**src/rtl/trap_monitor.sv**
```systemverilog
// Simulation trap monitor: watches retiring instructions for ebreak, illegal or watchdog expiry and sequences RUN -> DRAIN -> DONE.
// Trap fields are registered one cycle after the trapping commit; there is no backpressure, and commits after a trap are ignored.
module trap_monitor #(
   parameter int XLEN         = 64,
   parameter int DRAIN_CYCLES = 4,
   parameter int WDOG_LIMIT   = 1000000,
   parameter int WDOG_W       = 32
) (
   input  logic            i_clock,
   input  logic            i_reset_n,
   input  logic            i_commit_valid,
   input  logic [31:0]     i_commit_inst,
   input  logic [XLEN-1:0] i_commit_pc,
   input  logic            i_commit_illegal,
   input  logic [XLEN-1:0] i_a0,
   output logic            o_halt,
   output logic [1:0]      o_halt_cause,
   output logic            o_good_trap,
   output logic [XLEN-1:0] o_exit_code,
   output logic [XLEN-1:0] o_halt_pc,
   output logic            o_sim_finish,
   output logic [63:0]     o_cycle_cnt,
   output logic [63:0]     o_instret_cnt
);

   localparam logic [31:0]       EBREAK     = 32'h00100073;
   localparam int                DCW        = (DRAIN_CYCLES > 1) ? $clog2(DRAIN_CYCLES) : 1;
   localparam logic [DCW-1:0]    DRAIN_LOAD = (DRAIN_CYCLES > 0) ? DCW'(DRAIN_CYCLES - 1) : '0;
   localparam logic [WDOG_W-1:0] WDOG_MAX   = (WDOG_LIMIT > 0) ? WDOG_W'(WDOG_LIMIT - 1) : '0;
   localparam logic              WDOG_EN    = (WDOG_LIMIT > 0);

   localparam logic [1:0] CAUSE_EBREAK  = 2'd1;
   localparam logic [1:0] CAUSE_ILLEGAL = 2'd2;
   localparam logic [1:0] CAUSE_WDOG    = 2'd3;

   typedef enum logic [1:0] {
      S_RUN,
      S_DRAIN,
      S_DONE
   } state_t;

   state_t            r_state;
   logic [DCW-1:0]    r_drain_cnt;
   logic [WDOG_W-1:0] r_wdog_cnt;
   logic [XLEN-1:0]   r_last_pc;
   logic              r_halt;
   logic [1:0]        r_halt_cause;
   logic              r_good_trap;
   logic [XLEN-1:0]   r_exit_code;
   logic [XLEN-1:0]   r_halt_pc;
   logic              r_sim_finish;
   logic [63:0]       r_cycle_cnt;
   logic [63:0]       r_instret_cnt;

   logic              w_run;
   logic              w_ill_trap;
   logic              w_ebreak_trap;
   logic              w_wdog_trap;
   logic              w_trap;
   logic [1:0]        w_cause;
   logic [XLEN-1:0]   w_exit_code;
   logic [XLEN-1:0]   w_halt_pc;

   assign w_run         = (r_state == S_RUN);
   assign w_ill_trap    = w_run & i_commit_valid & i_commit_illegal;
   assign w_ebreak_trap = w_run & i_commit_valid & ~i_commit_illegal & (i_commit_inst == EBREAK);
   // A commit in the expiry cycle wins over the watchdog.
   assign w_wdog_trap   = WDOG_EN & w_run & ~i_commit_valid & (r_wdog_cnt == WDOG_MAX);
   assign w_trap        = w_ill_trap | w_ebreak_trap | w_wdog_trap;

   always_comb begin
      w_cause     = CAUSE_WDOG;
      w_exit_code = '1;
      w_halt_pc   = r_last_pc;
      if (w_ill_trap) begin
         w_cause   = CAUSE_ILLEGAL;
         w_halt_pc = i_commit_pc;
      end else if (w_ebreak_trap) begin
         w_cause     = CAUSE_EBREAK;
         w_exit_code = i_a0;
         w_halt_pc   = i_commit_pc;
      end
   end

   always_ff @(posedge i_clock or negedge i_reset_n) begin
      if (!i_reset_n) begin
         r_state       <= S_RUN;
         r_drain_cnt   <= '0;
         r_wdog_cnt    <= '0;
         r_last_pc     <= '0;
         r_halt        <= 1'b0;
         r_halt_cause  <= 2'd0;
         r_good_trap   <= 1'b0;
         r_exit_code   <= '0;
         r_halt_pc     <= '0;
         r_sim_finish  <= 1'b0;
         r_cycle_cnt   <= '0;
         r_instret_cnt <= '0;
      end else begin
         r_sim_finish <= 1'b0;
         case (r_state)
            S_RUN: begin
               r_cycle_cnt <= r_cycle_cnt + 64'd1;
               if (i_commit_valid) begin
                  r_instret_cnt <= r_instret_cnt + 64'd1;
                  r_last_pc     <= i_commit_pc;
                  r_wdog_cnt    <= '0;
               end else if (WDOG_EN) begin
                  r_wdog_cnt <= r_wdog_cnt + WDOG_W'(1);
               end
               if (w_trap) begin
                  r_halt       <= 1'b1;
                  r_halt_cause <= w_cause;
                  r_exit_code  <= w_exit_code;
                  r_halt_pc    <= w_halt_pc;
                  r_good_trap  <= (w_cause == CAUSE_EBREAK) && (w_exit_code == '0);
                  if (DRAIN_CYCLES == 0) begin
                     r_state      <= S_DONE;
                     r_sim_finish <= 1'b1;
                  end else begin
                     r_state     <= S_DRAIN;
                     r_drain_cnt <= DRAIN_LOAD;
                  end
               end
            end
            S_DRAIN: begin
               r_cycle_cnt <= r_cycle_cnt + 64'd1;
               if (r_drain_cnt == '0) begin
                  r_state      <= S_DONE;
                  r_sim_finish <= 1'b1;
               end else begin
                  r_drain_cnt <= r_drain_cnt - DCW'(1);
               end
            end
            default: begin
               r_state <= S_DONE;
            end
         endcase
      end
   end

   assign o_halt        = r_halt;
   assign o_halt_cause  = r_halt_cause;
   assign o_good_trap   = r_good_trap;
   assign o_exit_code   = r_exit_code;
   assign o_halt_pc     = r_halt_pc;
   assign o_sim_finish  = r_sim_finish;
   assign o_cycle_cnt   = r_cycle_cnt;
   assign o_instret_cnt = r_instret_cnt;

endmodule

```
**config.mk**
```make
export PLATFORM = sky130hd
export DESIGN_NAME = trap_monitor
export DESIGN_NICKNAME = d
export VERILOG_FILES = /design/src/rtl/trap_monitor.sv
export SDC_FILE = /design/constraint.sdc
export NUM_CORES = 1
export LEC_CHECK = 0
export CAP_MARGIN = 20
export CORE_UTILIZATION = 45
export CTS_BUF_LIST = sky130_fd_sc_hd__clkbuf_8
export DETAILED_ROUTE_END_ITERATION = 7
export PLACE_DENSITY = 0.78
export SYNTH_ARGS = -nofsm -noshare
export SYNTH_HDL_FRONTEND = slang
export SYNTH_SLANG_ARGS = --single-unit
```
**constraint.sdc**
```tcl
create_clock -name i_clock -period 2.07 [get_ports i_clock]
set_clock_uncertainty 0.2 [all_clocks]
set_input_delay 0.3105 -clock i_clock [delete_from_list [all_inputs] [get_ports i_clock]]
set_output_delay 0.3105 -clock i_clock [all_outputs]
set_load 0.01 [all_outputs]
```
; Word level (Yosys, flattened, before mapping)
; Cells that the tools add are included.
[word_totals]
register_bits = 361
inputBits = 164
[classes]
n_mux = 15
eq_ne = 7
add_sub_neg = 4
n_bitwise = 10
reduce_logical = 10
[op_table]
columns = op, n
row1 = $mux 64, 4
row2 = $add 64x1->64 const B, 2
row3 = $logic_not 64->1, 1
row4 = $add 32x1->32 const B, 1
row5 = $eq 32x20->1 const B, 1
row6 = $eq 32x21->1 const B, 1
row7 = $mux 32, 1
row8 = $mux 2, 6
row9 = $pmux 2 s2, 2
row10 = $and 1x1->1, 6
row11 = $reduce_and 2->1, 3
row12 = $eq 2x1->1 const B, 2
row13 = $logic_not 2->1, 2
row14 = $ne 2x2->1 const B, 2
row15 = $reduce_and 3->1, 1
row16 = $mux 1, 2
row17 = $ne 2x1->1 const B, 1
row18 = $not 1->1, 2
row19 = $or 1x1->1, 2
row20 = $reduce_bool 2->1, 1
row21 = $reduce_or 2->1, 1
row22 = $sub 2x1->2 const B, 1
row23 = $logic_and 1x1->1, 1

; Logic depth before layout (Yosys ltp)
[depth]
depth_word = 8
mapped_depth = 10

; Worst setup path after synthesis
; No wires, ideal clock.
[synth_path]
path_kind = register to register
startpoint = register r_cycle_cnt[0] (netlist: o_cycle_cnt[0])
endpoint = register r_cycle_cnt[48] (netlist: o_cycle_cnt[48])
setup_time_ps = 126
n_path_buf = 0
arrival_ps = 1989
slack_ps = -245
stages_incl_launch_ff = 7
cell_sequence = dfrtp_1 > ha_1 > nand4b_4 > nor4_4 > nand3_4 > or4_4 > xnor2_2
[synth_between]
elab_chain_cells = 1
[synth_rtl]
columns = element, line_no
row1 = from (decl), 52  ; logic [63:0] r_cycle_cnt;
row2 = from (signal assigned), 103  ; r_cycle_cnt <= r_cycle_cnt + 64'd1;
row3 = from (signal assigned), 127  ; r_cycle_cnt <= r_cycle_cnt + 64'd1;
row4 = $add 64x1->64, "103, 127"
; Every way passes these cells.
; A chain may end at the register's enable or synchronous reset.

; Worst setup path after layout
[layout_path]
startpoint = register r_state[1]
endpoint = register r_instret_cnt[27] (netlist: o_instret_cnt[27])
[layout_between]
elab_chain_cells = 2
[layout_rtl]
columns = element, line_no
row1 = from (decl), 42  ; state_t r_state;
row2 = from (signal assigned), 87  ; r_state <= S_RUN;
row3 = from (signal assigned), 118  ; r_state <= S_DONE;
row4 = from (signal assigned), 121  ; r_state <= S_DRAIN;
row5 = $logic_not 2->1, 101  ; case (r_state)
row6 = $reduce_and 2->1 (no source line), n/a
row7 = to (signal assigned), 105  ; r_instret_cnt <= r_instret_cnt + 64'd1;
row8 = to (decl), 53  ; logic [63:0] r_instret_cnt;
; Every way passes these cells.

==> summary.txt <==
Power
  – Sequential cell fraction of total power: 0.429
  – P_sw: a little over 0.007 W
  – Power per cell area: about 970 nW/um^2
  – Switch share: 0.295
  – Internal: 0.0171 W
  – Leak Pwr: ~13 nW
  – Clock share of power: 0.264
  – Peak supply drop: 0.892 mV
  – Comb pwr share: 0.307

Global route
  – Number of global-route vias before repair: 13900
  – Initial antenna violation count: 1
  – GRT overflow: 0
  – Total GRT Usage: 0.264
  – First-pass GRT wire length: 74700 microns
  – Largest net degree at the start of global routing: 64

Route
  – ANT nets after route: 0
  – DR WL/cell: 20.9 microns
  – DRC errors left: 0
  – Total wire length: 51700 microns
  – Met3 Wirelength: between 3000 and 4000 microns
  – Wl on met1: 20500 microns
  – Vias per cell: 5.46
  – DR pass1 iterations: 5
  – Vias: 13500
  – Initial DRC Count: roughly 740
  – Top routing layer in use: met5
  – Met2 wire len: between 20000 and 30000 microns

Yosys
  – Synth Register Bits: approximately 360
  – Cell variety after synth: 55
  – Post-Synthesis Cells: 1271
  – Yosys Warn Count: 0
  – Post-Syn Area: about 16000 sq um
  – Post-synthesis sequential area ratio: 0.580
  – Ys flop type: dfrtp_1
  – Number of flops mapped to enable cells by yosys: 0
  – Asr flop ratio synth: 1.00
  – Post-Syn Nets: 1439
  – Syn Area/Cell: 12.3 sq um

Critical path
  – Startpoint Class: flop
  – Crit path buffers/inverters: 3
  – Worst Path Required: 2.39 ns
  – Slowest Stage Delay on Critical Path: 0.43 ns
  – FF-to-FF End: o_instret_cnt[27]
  – RR Startpoint: r_state[1]
  – Crit-path slowest cell: dfrtp_1
  – Crit Path Max Fanout: 6
  – CP delay by family, top: simple AND/OR/NAND/NOR gates
  – Worst R2R Setup Slack: -0.24 ns
  – CP cell instances: nor3b_4 > buf_4 > and3_4 > nand3_4 > buf_12 > buf_2 > nor2_1 > xor2_1
  – Crit end category: flop
  – Crit Path Category: reg2reg
  – Worst path arrival time: 2.64 ns
  – R2R depth: 8

Timing
  – Final min period: around 2.3 ns
  – Final Hold Fails: 0
  – RSZ-0062 raised after global routing: yes
  – Worst-Margin Slew: approximately 0.37 ns
  – Final setup violation count: between 150 and 200
  – Slew HR: 0.749
  – Fin crit share: 1.12
  – Fmax: 432 MHz
  – Slew Limit Fails: 0
  – Hold Worst Slack: 0.0755 ns
  – Worst Setup Slack, final: -0.243 ns

Hold path
  – Min-Delay Path Class: in2async

Clock network
  – CTS max path bufs: 3
  – Clk root buf: clkbuf_8
  – Clock Latency Late Sink: between 0.6 and 0.7 ns
  – Reg clk slew, reported paths: around 0.06 ns
  – CTS buffer count: 60
  – H-tree levels: 2
  – Num Clock Sinks: 361
  – CTS tree: yes

Layout
  – Final Net Count: 2147
  – Share of cells above drive strength 1: 0.308
  – Area occupied by multi-input gates: 6810 sq um
  – Antenna diodes: 0
  – Final Instance Area: 25000 sq um
  – Syn-to-layout area delta: 60.6%
  – Filler cells: around 2200
  – Finished Core Util: 0.741
  – Sequential cell area: a little over 9000 sq um

Floorplanning
  – Ports: 425
  – Core area: 33800 sq um
  – Initial Util: 0.461
  – Row Count: 67
  – Width of the die: between 150 and 200 microns
  – Die Height: 188 microns
  – Die ar.: 35400 sq um

Flow run
  – Maxcap violations: 0

Placed design
  – Placed Area: 22000 sq um
  – HPWL Detailed: approximately 33000 microns
  – Placer Congestion: 0.951
  – Pre-CTS setup slack: -0.718 ns
  – Port-buffer cells: 424

Status
  – Status: finished, violations left
  – Violated checks: setup timing
worst min-delay path: cells and delay by family:
kind     cells  cell delay [ns]
buf+inv      3             0.91
what timing repair did:
| item | CTS | global route |
|---|---|---|
| pin swaps | 33 | 60 |
| endpoints found under the setup margin | 478 | 463 |
| gates cloned | 4 | 14 |
| resized for setup | 117 | 292 |
| endpoints found under the hold margin | 361 | 0 |
| hold buffers | 2 | 0 |
| buffers inserted | 7 | 37 |
placed cells by master, fill, tap and decap left out, drive strengths merged, types with 5 or more instances in the layout:
master / netlist / routed
clkinv: 0 / 7
buf: 40 / 277
dlymetal6s2s: 0 / 192
dlygate4sd2: 0 / 59
clkdlybuf4s50: 0 / 172
nand3: 46 / 46
and4: 13 / 13
nand2b: 64 / 64
nor2: 70 / 70
and2: 7 / 8
nor4: 41 / 41
xor2: 79 / 79
or3: 5 / 5
dfrtp: 361 / 361
nand4: 56 / 56
and3: 18 / 18
inv: 27 / 45
clkbuf: 25 / 90
xnor2: 76 / 76
o221a: 64 / 64
mux2: 67 / 67
nor3: 38 / 38
o22a: 64 / 64
nand2: 67 / 67
synth_stat cells (all sizes together), types with 4 or more instances:
cell type,number,area [sq um]
nor4,41,324
and2,7,45.1
dfrtp,361,9030
mux2,67,754
and3,18,113
buf,40,208
a21oi,4,20.0
clkbuf,25,95.1
o221a,64,721
o22a,64,561
nor4b,4,35.0
or3,5,36.3
ha,4,50.1
nand2b,64,400
nor3b,4,45.1
xnor2,76,673
or4,4,33.8
nand3,46,248
inv,27,101
xor2,79,692
and4,13,114
nor2,70,263
nand2,67,251
nand4,56,365
nor3,38,195
worst max-delay path by stage:
stage | startpoint | endpoint | slack (ns) | cells after the start
after detailed placement | i_commit_valid | o_instret_cnt[37] | -0.72 | 8
after global routing | o_instret_cnt[26] | o_instret_cnt[63] | -0.38 | 7
final | r_state[1] | o_instret_cnt[27] | -0.24 | 8
after CTS | r_wdog_cnt[28] | o_halt_pc[55] | -0.18 | 6
after floorplan | o_cycle_cnt[10] | o_cycle_cnt[48] | -0.1 | 5
after global placement | i_commit_valid | o_instret_cnt[37] | -0.61 | 8
state kept, by name, indices dropped and copies added (netlist names):
name and count:
o_halt_cause 2, r_wdog_cnt 32, r_state 2, o_halt_pc 64
o_halt 1, o_good_trap 1, o_cycle_cnt 64, r_last_pc 64
o_instret_cnt 64, r_drain_cnt 2, o_sim_finish 1, o_exit_code 64
logic make-up after synthesis:
family	count (synthesis)	synth area share
buf+inv	92	0.0259
flops	361	0.580
xor+xnor	155	0.0876
fa+ha+maj	4	0.00321
simple gates	451	0.167
mux	67	0.0484
compound gates	141	0.0876
per-layer routing:
layer,track usage,up-vias
met5,0,-
met4,0.0963,2
met3,0.0612,133
met2,0.429,536
met1,0.344,6807
li1,-,6030
cell type report:
class | instances | share of cell area
well taps | 448 | 0.0224
flip-flops and latches | 361 | 0.362
repair buffers | 710 | 0.291
multi-input cells | 819 | 0.272
clock buffers | 81 | 0.0446
inverters | 27 | 0.00405
clock inverters | 27 | 0.00470
power by group through the flow:
stage          sequential (W)  clock (W)  combinational [W]
2_1_floorplan          0.0109          0            0.00256
3_3_place_gp           0.0104          0            0.00741
3_5_place_dp           0.0105          0            0.00759
4_1_cts                0.0104    0.00652            0.00761
5_1_grt                0.0106    0.00684            0.00790
6_report               0.0104    0.00640            0.00743
stage by stage:
stage	power [W]	instances	TNS, ns
final	0.0242	2473	-21.84
after global routing	0.0254	2473	-41.03
after CTS	0.0245	2424	-27.30
after detailed placement	0.0181	2304	-131.01
after global placement	0.0178	2304	-130.66
after floorplan	0.0135	1271	-0.415
Power figures use the tool's default switching activity.
